<file path="src/rtl/fetch_unit_pkg.sv">
// Shared types and constants for the instruction fetch unit.
package fetch_unit_pkg;

    typedef enum logic [1:0] {
        IDLE = 2'd0,
        REQ  = 2'd1,
        WAIT = 2'd2
    } fetch_state_e;

    localparam logic [31:0] RESET_PC_DEFAULT = 32'h0040_0000;
    localparam logic [31:0] PC_STEP          = 32'd4;

    function automatic logic [31:0] pc_inc(input logic [31:0] pc);
        return pc + PC_STEP;
    endfunction

endpackage

</file>
<file path="src/rtl/fetch_buf.sv">
// Small FIFO of fetched {pc, instr} entries; head is always entry 0, pops shift down.
module fetch_buf #(
    parameter int DEPTH = 2,
    parameter int WIDTH = 64,
    localparam int CW   = $clog2(DEPTH + 1)
) (
    input  logic             clk,
    input  logic             rst,
    input  logic             i_push,
    input  logic [WIDTH-1:0] i_push_data,
    input  logic             i_pop,
    input  logic             i_flush,
    output logic [WIDTH-1:0] o_head,
    output logic             o_full,
    output logic             o_empty,
    output logic [CW-1:0]    o_count
);

    logic [WIDTH-1:0] r_mem [DEPTH];
    logic [CW-1:0]    r_count;
    logic [CW-1:0]    w_wr_idx;

    // A push that coincides with a pop lands one slot lower because the queue shifts.
    assign w_wr_idx = i_pop ? (r_count - CW'(1)) : r_count;

    always_ff @(posedge clk) begin
        if (rst || i_flush) begin
            r_count <= '0;
        end else begin
            r_count <= r_count + CW'(i_push) - CW'(i_pop);
        end
    end

    always_ff @(posedge clk) begin
        for (int i = 0; i < DEPTH; i++) begin
            if (rst) begin
                r_mem[i] <= '0;
            end else if (i_push && (w_wr_idx == CW'(i))) begin
                r_mem[i] <= i_push_data;
            end else if (i_pop && (i < DEPTH - 1)) begin
                r_mem[i] <= r_mem[(i < DEPTH - 1) ? i + 1 : i];
            end else begin
                r_mem[i] <= r_mem[i];
            end
        end
    end

    assign o_head  = r_mem[0];
    assign o_full  = (r_count == CW'(DEPTH));
    assign o_empty = (r_count == '0);
    assign o_count = r_count;

endmodule

</file>
<file path="src/rtl/fetch_unit.sv">
// Instruction fetch unit: single-outstanding memory requester feeding a small decode buffer.
// Optional FETCH_PERF_EN adds the fetch_bubble_cnt output and its saturating counter.
module fetch_unit
    import fetch_unit_pkg::*;
#(
    parameter logic [31:0] RESET_PC  = RESET_PC_DEFAULT,
    parameter int          BUF_DEPTH = 2
) (
    input  logic        clk,
    input  logic        rst,
    input  logic [31:0] pc_cur,
    output logic [31:0] pc_next,
    output logic        imem_req,
    output logic [31:0] imem_addr,
    input  logic        imem_gnt,
    input  logic        imem_rvalid,
    input  logic [31:0] imem_rdata,
    input  logic        redir_valid,
    input  logic [31:0] redir_pc,
    output logic        id_valid,
    output logic [31:0] id_pc,
    output logic [31:0] id_instr,
    input  logic        id_ready
`ifdef FETCH_PERF_EN
    ,
    output logic [31:0] fetch_bubble_cnt
`endif
);

    localparam int CW = $clog2(BUF_DEPTH + 1);

    fetch_state_e r_state, w_state_nxt;
    logic         r_drop, w_drop_nxt;
    logic         r_stale;
    logic [31:0]  r_req_pc;
    logic         w_grant, w_rsp_own, w_push, w_pop;
    logic [CW-1:0] w_buf_count, w_cnt_after;
    logic         w_buf_full, w_buf_empty;
    logic [63:0]  w_head;

    assign imem_req  = !rst && (r_state == REQ);
    assign imem_addr = imem_req ? pc_cur : 32'h0000_0000;
    assign w_grant   = imem_req && imem_gnt;
    // r_stale marks a response still owed to a request abandoned by reset; it is not ours.
    assign w_rsp_own = imem_rvalid && !r_stale && (r_state == WAIT);
    assign w_push    = w_rsp_own && !r_drop && !redir_valid;
    assign w_pop     = id_valid && id_ready && !redir_valid;

    assign id_valid  = !rst && !w_buf_empty;
    assign id_pc     = w_head[63:32];
    assign id_instr  = w_head[31:0];

    always_comb begin
        if (rst) begin
            pc_next = RESET_PC;
        end else if (redir_valid) begin
            pc_next = redir_pc;
        end else if (w_grant) begin
            pc_next = pc_inc(pc_cur);
        end else begin
            pc_next = pc_cur;
        end
    end

    always_comb begin
        w_cnt_after = '0;
        if (redir_valid) begin
            w_cnt_after = '0;
        end else begin
            w_cnt_after = w_buf_count + CW'(w_push) - CW'(w_pop);
        end
    end

    always_comb begin
        w_state_nxt = r_state;
        case (r_state)
            IDLE: begin
                if (!w_buf_full) w_state_nxt = REQ;
                else             w_state_nxt = IDLE;
            end
            REQ: begin
                if (w_grant) w_state_nxt = WAIT;
                else         w_state_nxt = REQ;
            end
            WAIT: begin
                if (w_rsp_own) w_state_nxt = (w_cnt_after < CW'(BUF_DEPTH)) ? REQ : IDLE;
                else           w_state_nxt = WAIT;
            end
            default: w_state_nxt = IDLE;
        endcase
    end

    always_comb begin
        w_drop_nxt = r_drop;
        if (w_rsp_own) begin
            w_drop_nxt = 1'b0;
        end else begin
            w_drop_nxt = r_drop;
        end
        if (redir_valid && (((r_state == WAIT) && !w_rsp_own) || w_grant)) begin
            w_drop_nxt = 1'b1;
        end else begin
            w_drop_nxt = w_drop_nxt;
        end
    end

    always_ff @(posedge clk) begin
        if (rst) begin
            r_state  <= IDLE;
            r_drop   <= 1'b0;
            r_stale  <= (r_stale || (r_state == WAIT)) && !imem_rvalid;
            r_req_pc <= 32'h0000_0000;
        end else begin
            r_state  <= w_state_nxt;
            r_drop   <= w_drop_nxt;
            r_stale  <= r_stale && !imem_rvalid;
            r_req_pc <= w_grant ? pc_cur : r_req_pc;
        end
    end

    fetch_buf #(
        .DEPTH (BUF_DEPTH),
        .WIDTH (64)
    ) u_buf (
        .clk         (clk),
        .rst         (rst),
        .i_push      (w_push),
        .i_push_data ({r_req_pc, imem_rdata}),
        .i_pop       (w_pop),
        .i_flush     (redir_valid),
        .o_head      (w_head),
        .o_full      (w_buf_full),
        .o_empty     (w_buf_empty),
        .o_count     (w_buf_count)
    );

`ifdef FETCH_PERF_EN
    logic [31:0] r_bubble_cnt;

    always_ff @(posedge clk) begin
        if (rst) begin
            r_bubble_cnt <= 32'h0000_0000;
        end else if (id_ready && !id_valid && (r_bubble_cnt != 32'hFFFF_FFFF)) begin
            r_bubble_cnt <= r_bubble_cnt + 32'd1;
        end else begin
            r_bubble_cnt <= r_bubble_cnt;
        end
    end

    assign fetch_bubble_cnt = r_bubble_cnt;
`endif

endmodule

</file>
<file path="config.mk">
export PLATFORM = sky130hd
export DESIGN_NAME = fetch_unit
export DESIGN_NICKNAME = d
export VERILOG_FILES = /design/src/rtl/fetch_unit_pkg.sv /design/src/rtl/fetch_buf.sv /design/src/rtl/fetch_unit.sv
export SDC_FILE = /design/constraint.sdc
export NUM_CORES = 1
export LEC_CHECK = 0
export ABC_AREA = 1
export BUFFER_PORTS_ARGS = -buffer_cell sky130_fd_sc_hd__buf_4
export CORE_MARGIN = 2
export CORE_UTILIZATION = 33
export CTS_CLUSTER_DIAMETER = 150
export DETAILED_ROUTE_END_ITERATION = 16
export SYNTH_ARGS = -nofsm -noshare
export SYNTH_HDL_FRONTEND = slang
export SYNTH_SLANG_ARGS = --single-unit
</file>
<file path="constraint.sdc">
create_clock -name clk -period 8.05 [get_ports clk]
set_input_delay 0 -clock clk [delete_from_list [all_inputs] [get_ports clk]]
set_output_delay 0 -clock clk [all_outputs]
set_load 0.02 [all_outputs]
</file>
==> results by group, run 1 <==
Route
  – First-pass DRT Iterations: 5
  – Routed Antenna Nets: 0
  – Starting DRT DRC Count: 602
  – Routed wire per std cell: 15.7 um
  – # DRC: 0
  – DRT Wirelength: 25.7 mm
  – Via density: 4.76
  – Vias: 7762

Worst setup path
  – Crit end category: flip-flop
  – CP top delay family: simple AND/OR/NAND/NOR gates
  – CP Buf/Inv Count: 2
  – RR Startpoint: u_buf.o_count[0]
  – Crit path from: u_buf.o_count[0]
  – WP data required: 8.09 ns
  – Crit path DAT: 3.71 ns
  – Cell depth of the worst setup path: 10
  – Critical path peak fanout: 68
  – Worst path slowest cell: nand2_4
  – Setup CP Type: reg -> reg
  – R2R cell count: 10
  – Critical Path, Cell by Cell: inv_1 -> ha_1 -> nor2_4 -> nand2_2 -> nor2_4 -> buf_4 -> nor2_1 -> nor3_4 -> nand2_1 -> nand2_4
  – Most frequent CP cell: nor2_4
  – Max stage delay on crit path: 0.66 ns
  – Critical Path Source Type: flip-flop

Place
  – Quantity of I/O buffers inserted on ports: 231
  – GPL Wtd Cong: 0.842
  – Post-DP HPWL: 17.4 mm
  – Setup WS pre-CTS: 4.33 ns

GRT
  – Total gr overflow: 0
  – Total track usage: 0.189
  – Largest net degree at the start of global routing: 100
  – Vias in the first global route: 7338
  – Initial antenna violation count: 0
  – First-pass GRT wire length: 39.6 mm

Timing
  – Setup_tns: 0 ns
  – FMAX: 273 MHz
  – Final Max Tran Viols: 0
  – Slew @ Worst Pin: 1.08 ns
  – Crit path time final: 3.67 ns
  – Final worst path period share: 0.456
  – RSZ-0062 raised after global routing: false
  – Clock skew: 0.00634 ns
  – Relative slew slack: 0.278
  – Final Worst Setup Slack: 4.38 ns
  – Final setup fails: 0
  – Final Hold Viols: 0

Synthesis
  – Synth top cells by count: nand2_1, inv_1, nor2_1
  – Distinct cells, synth: 34
  – YS warnings: 0
  – Syn_area_per_cell: 8.28 um^2
  – Cells after Synth: 1032
  – Mapped Area: 8550 um^2
  – #FFs+latches synth: 166
  – Largest area contributor in the netlist: edfxtp_1
  – Most common cell in the synthesized netlist: nand2_1
  – Ys flop type: edfxtp_1
  – Synth area leaders: edfxtp_1, nand2_1, dfxtp_1, nand3_1, inv_1
  – Area share of the largest cell type after synthesis: 0.450
  – Syn_nets: 1139
  – Number of flops mapped to enable cells by yosys: 128
  – Asr flop ratio synth: 0
  – Sequential area share after synthesis: 0.539

Floorplanning
  – Initial Util: 0.337
  – Die width: 165 um
  – IO Pins: 232
  – Std-Cell Rows: 58
  – Die Height: 165 um
  – Core Area: 25300 um^2
  – Die area: 27200 um^2

Pwr
  – Worst IR Drop VDD: 145 uV
  – PwrDens: 176 nW/um^2
  – Tot Pwr: 2.05 mW
  – Lkg Pwr: 5.43 nW

Worst hold path
  – Hold path depth: 3
  – HP Start: pc_cur[18]
  – Hold Crit Class: in -> reg

CTS
  – CTS Buffer Depth: 2
  – # clock sinks: 166
  – Root Buffer: clkbuf_16
  – CTS tree: done
  – Num CTS Buffers: 17
  – H-tree depth: 4
  – Clock Pin Slew Worst Setup and Hold Paths: 0.06 ns
  – Post-cts sizing count: 0
  – Latest clock arrival within the worst-skew pair: 0.42 ns

Cells and area
  – # diodes: 0
  – Area growth syn-to-layout: 36.1%
  – Nets: 1395
  – Layout cells sized above 1: 0.218

Run status
  – Outcome: completed

Run
  – Max cap viols: 0
[layer usage]
| metal | part of all wire | global-route usage | wire length [um] | vias up |
|---|---|---|---|---|
| li1 | - | - | - | 3938 |
| met1 | 0.44 | 0.254 | 11200 | 3484 |
| met2 | 0.47 | 0.308 | 12000 | 310 |
| met3 | 0.074 | 0.0377 | 1900 | 30 |
| met4 | 0.021 | 0.0609 | 528 | 0 |
| met5 | 0 | 0 | 0 | - |
[what timing repair did]
action                    in CTS  in global routing
hold endpoints to repair      95                  0
setup buffers                  0                  0
hold buffers                  63                  0
[stage by stage]
| step | util | hold slack, ns | instances | cell area (um^2) |
|---|---|---|---|---|
| after global routing | 0.459 | 0.0146 | 1631 | 11600 |
| after floorplan | - | 0.0691 | 1032 | 8550 |
| after global placement | 0.412 | 0.195 | 1536 | 10400 |
| after CTS | 0.459 | 0.00751 | 1631 | 11600 |
| final | 0.459 | 0.0139 | 1631 | 11600 |
| after detailed placement | 0.412 | 0.201 | 1536 | 10400 |
[registers in the layout, indices dropped and copies added, names as in the netlist]
name and cells:
r_drop 1, r_req_pc 32, r_stale 1, r_state 2
u_buf.o_count 2, u_buf.r_mem 128
[logic make-up (layout without fill, tap and decap cells)]
| family | Yosys count | after routing | share of synthesized area |
|---|---|---|---|
| adders and majority gates | 5 | 5 | 0.00732 |
| DFF | 166 | 166 | 0.539 |
| xor gates and xnor gates | 2 | 2 | 0.00293 |
| AOI/OAI and AO/OA | 78 | 78 | 0.0486 |
| buffers and inverters | 217 | 486 | 0.108 |
| and+or+nand+nor | 564 | 564 | 0.295 |
[where the power goes]
group | internal [mW] | leakage [nW] | switching [mW]
clock network | 0.457 | 0.274 | 0.316
registers | 0.968 | 1.61 | 0.0152
logic | 0.119 | 3.54 | 0.172
total | 1.54 | 5.43 | 0.503
[worst paths after layout]
check / to / slack (ns)
setup / recovery: u_buf.r_mem[1][26] / 4.38
setup reg to reg: u_buf.r_mem[1][26] / 4.38
hold reg to reg: r_stale / 0.46
hold / removal: r_req_pc[18] / 0.01
[layout make-up]
cell class              count  area, um^2
clock buffers              24         492
clock inverters             8        72.6
fillers                  2468       13700
inverters                 153         576
multi-input cells         649        3060
flip-flops and latches    166        4600
well taps                 330         413
repair buffers            301        2420
[cell usage in the layout (no fill, tap or decap), types with 38 or more instances in the layout]
| cell type | instances |
|---|---|
| buf_4 | 238 |
| nand2_1 | 222 |
| inv_1 | 150 |
| nor2_1 | 135 |
| edfxtp_1 | 128 |
| nand3_1 | 115 |
| nand4_1 | 75 |
| dlygate4sd3_1 | 63 |
| o21ai_0 | 53 |
| dfxtp_1 | 38 |
[worst register-to-register path, stage by stage, from the launching register on]
cell     delay [ns]
dfxtp_1        0.33
inv_1          0.13
ha_1           0.26
nor2_4         0.12
nand2_2        0.09
nor2_4         0.07
buf_4          0.63
nor2_1         0.17
nor3_4         0.57
nand2_1        0.19
nand2_4        0.66
Note: power is estimated with default switching activity, not from simulation.
==> run 2: changes to the inputs <==
--- a/config.mk
+++ b/config.mk
@@ -5,7 +5,7 @@
 export SDC_FILE = /design/constraint.sdc
 export NUM_CORES = 1
 export LEC_CHECK = 0
-export ABC_AREA = 1
+export ABC_AREA = 0
 export BUFFER_PORTS_ARGS = -buffer_cell sky130_fd_sc_hd__buf_4
 export CORE_MARGIN = 2
 export CORE_UTILIZATION = 33
==> constraint.sdc (replaced) <==
create_clock -name clk -period 3.35 [get_ports clk]
set_input_delay 0 -clock clk [delete_from_list [all_inputs] [get_ports clk]]
set_output_delay 0 -clock clk [all_outputs]
set_load 0.02 [all_outputs]
==> results by group, run 2 <==
Synthesis
  – Area share of the largest cell type after synthesis: 0.502 (+0.0527)
  – Number of flops mapped to enable cells by yosys: 128 (unchanged)
  – Synth top cells by count: edfxtp_1, a22o_1, nor2b_1
  – Cells after Synth: 599 (-42%)
  – Mapped Area: 7650 um^2 (-10%)
  – #FFs+latches synth: 166 (unchanged)
  – Ys flop type: edfxtp_1
  – Sequential area share after synthesis: 0.602 (+0.0632)
  – Syn_nets: 706 (-38%)
  – Synth area leaders: edfxtp_1, dfxtp_1, a22o_1, nor2b_1, mux2_2
  – YS warnings: 0 (unchanged)
  – Largest area contributor in the netlist: edfxtp_1
  – Syn_area_per_cell: 12.8 um^2 (+54%)
  – Most common cell in the synthesized netlist: edfxtp_1
  – Distinct cells, synth: 43 (+26%)
  – Asr flop ratio synth: 0 (unchanged)

Cells and area
  – Area growth syn-to-layout: 41.8%
  – # diodes: 0 (unchanged)
  – Largest register FFs: 128 (unchanged)
  – Nets: 995 (-29%)
  – Finished Cell Area: 10800 um^2 (-6.8%)
  – Non-Filler Instances: 1185 (-27%)
  – Commonest non-fill, non-tap cell in the layout: buf_4
  – Layout cells sized above 1: 0.352 (+0.135)
  – Fin util: 0.478 (+0.0182)
  – Most frequent cells in the layout: buf_4, edfxtp_1, dlygate4sd3_1
  – Top reg by flops: u_buf.r_mem
  – Largest regs: u_buf.r_mem x128, r_req_pc x32

Timing
  – Crit path time final: 2.86 ns
  – Final setup fails: 0 (unchanged)
  – Setup_tns: 0 ns (unchanged)
  – FMAX: 350 MHz
  – Final Max Tran Viols: 0 (unchanged)
  – Final Hold Viols: 0 (unchanged)
  – Final Worst Setup Slack: 0.491 ns (-3.89 ns)
  – Final worst path period share: 0.853
  – Hold WS: 0.127 ns (+0.114 ns)
  – Clock skew: 0.0103 ns (+0.00396 ns)
  – Slew @ Worst Pin: 0.719 ns (-0.365 ns)
  – RSZ-0062 raised after global routing: false
  – Relative slew slack: 0.519 (+0.241)

Worst setup path
  – Crit path DAT: 2.86 ns (-0.85 ns)
  – WP data required: 3.35 ns (-4.74 ns)
  – Crit end category: primary output
  – Setup CP Type: reg -> out
  – Critical Path, Cell by Cell: and4bb_2 -> nand4_1 -> nor4_1 -> xnor2_1 -> a211oi_1 -> buf_4
  – CP top delay family: simple AND/OR/NAND/NOR gates
  – Critical path peak fanout: 18 (-74%)
  – Worst path slowest cell: and4bb_2
  – Max stage delay on crit path: 0.54 ns (-0.12 ns)
  – CP Buf/Inv Count: 1 (-1)
  – Critical Path Source Type: flip-flop

Floorplanning
  – Std-Cell Rows: 55 (-5.2%)
  – Die Height: 156 um (-5.3%)
  – Initial Util: 0.337 (-0.000607)
  – Die width: 156 um (-5.3%)
  – Die area: 24400 um^2 (-10%)
  – Core Area: 22700 um^2 (-10%)
  – IO Pins: 232 (unchanged)

GRT
  – Total gr overflow: 0 (unchanged)
  – Initial antenna violation count: 0 (unchanged)
  – First-pass GRT wire length: 31.8 mm (-20%)
  – Vias in the first global route: 5741 (-22%)
  – Largest net degree at the start of global routing: 65 (-35%)
  – Total track usage: 0.171 (-0.0180)

Route
  – DRT Wirelength: 21.1 mm (-18%)
  – Starting DRT DRC Count: 301 (-50%)
  – Via density: 4.91 (+3.1%)
  – First-pass DRT Iterations: 4 (-1)
  – # DRC: 0 (unchanged)
  – Vias: 5816 (-25%)
  – Routed wire per std cell: 17.8 um (+13%)
  – Routed Antenna Nets: 0 (unchanged)

CTS
  – Latest clock arrival within the worst-skew pair: 0.42 ns (about the same)
  – Clock Pin Slew Worst Setup and Hold Paths: 0.07 ns (about the same)
  – H-tree depth: 4 (unchanged)
  – # clock sinks: 166 (unchanged)
  – CTS tree: done
  – Root Buffer: clkbuf_16
  – CTS Buffer Depth: 2 (unchanged)
  – Post-cts sizing count: 0 (unchanged)
  – Setup bufs post-CTS: 0 (unchanged)
  – Num CTS Buffers: 17 (unchanged)
  – Hold Buf Count CTS: 67 (+6.3%)

Worst hold path
  – Hold Crit Class: in -> reg

Pwr
  – Lkg Pwr: 4.40 nW (-19%)
  – Worst IR Drop VDD: 248 uV (+72%)
  – PwrDens: 442 nW/um^2 (+150%)
  – Tot Pwr: 4.79 mW (+130%)

Place
  – Placed insts: 1087 (-29%)
  – GPL Wtd Cong: 0.773 (-8.3%)
  – Post-DP HPWL: 14.1 mm (-19%)
  – Setup WS pre-CTS: 0.661 ns (-3.67 ns)
  – Placed cell area: 9650 um^2 (-7.6%)
  – Quantity of I/O buffers inserted on ports: 231 (unchanged)

Run
  – Max cap viols: 0 (unchanged)

Run status
  – Outcome: completed
[run 2: cell count changes after synthesis, sizes merged, moves of 34 or more]
cell | previous run | this run
and2 | 0 | 34
o21ai | 56 | 10
nand4 | 76 | 12
nor2b | 0 | 65
inv | 152 | 7
a22o | 0 | 64
nand3 | 117 | 10
nor2 | 140 | 26
nand2 | 226 | 23
[run 2: report_power, final]
group	switching (mW)	internal [mW]
Combinational	0.342	0.314
Clock	0.825	0.951
Sequential	0.0377	2.33
[run 2: final timing paths]
kind | slack (ns) | start | depth (start not counted) | to
hold / removal | 0.13 | rst | 2 | u_buf.r_mem[1][9]
setup reg to reg | 0.67 | u_buf.o_count[0] | 6 | u_buf.r_mem[1][29]
setup / recovery | 0.49 | r_state[0] | 6 | pc_next[23]
hold reg to reg | 0.48 | r_stale | 2 | r_stale
[run 2: cell type report]
| type | instances | area [um^2] |
|---|---|---|
| Clock buffer | 17 | 425 |
| Clock inverter | 14 | 101 |
| Fill cell | 2073 | 11900 |
| Inverter | 7 | 26.3 |
| Multi-Input combinational cell | 385 | 2790 |
| Sequential cell | 166 | 4600 |
| Tap cell | 285 | 357 |
| Timing Repair Buffer | 311 | 2540 |
[run 2: kinds of logic (layout without fill, tap and decap cells)]
group | count (synthesis) | in the layout | synth area share
buf+inv | 48 | 349 | 0.0375
simple gates | 203 | 203 | 0.155
compound gates | 113 | 113 | 0.113
fa+ha+maj | 5 | 5 | 0.00818
mux | 36 | 36 | 0.0525
xor+xnor | 28 | 28 | 0.0321
flops | 166 | 166 | 0.602
[run 2: metal layers]
layer,vias to the layer above,global-route usage,wire length (um)
met5,-,0,0
met4,0,0.0437,246
met3,17,0.0385,1450
met2,211,0.286,10100
met1,2783,0.226,9330
li1,2805,-,-
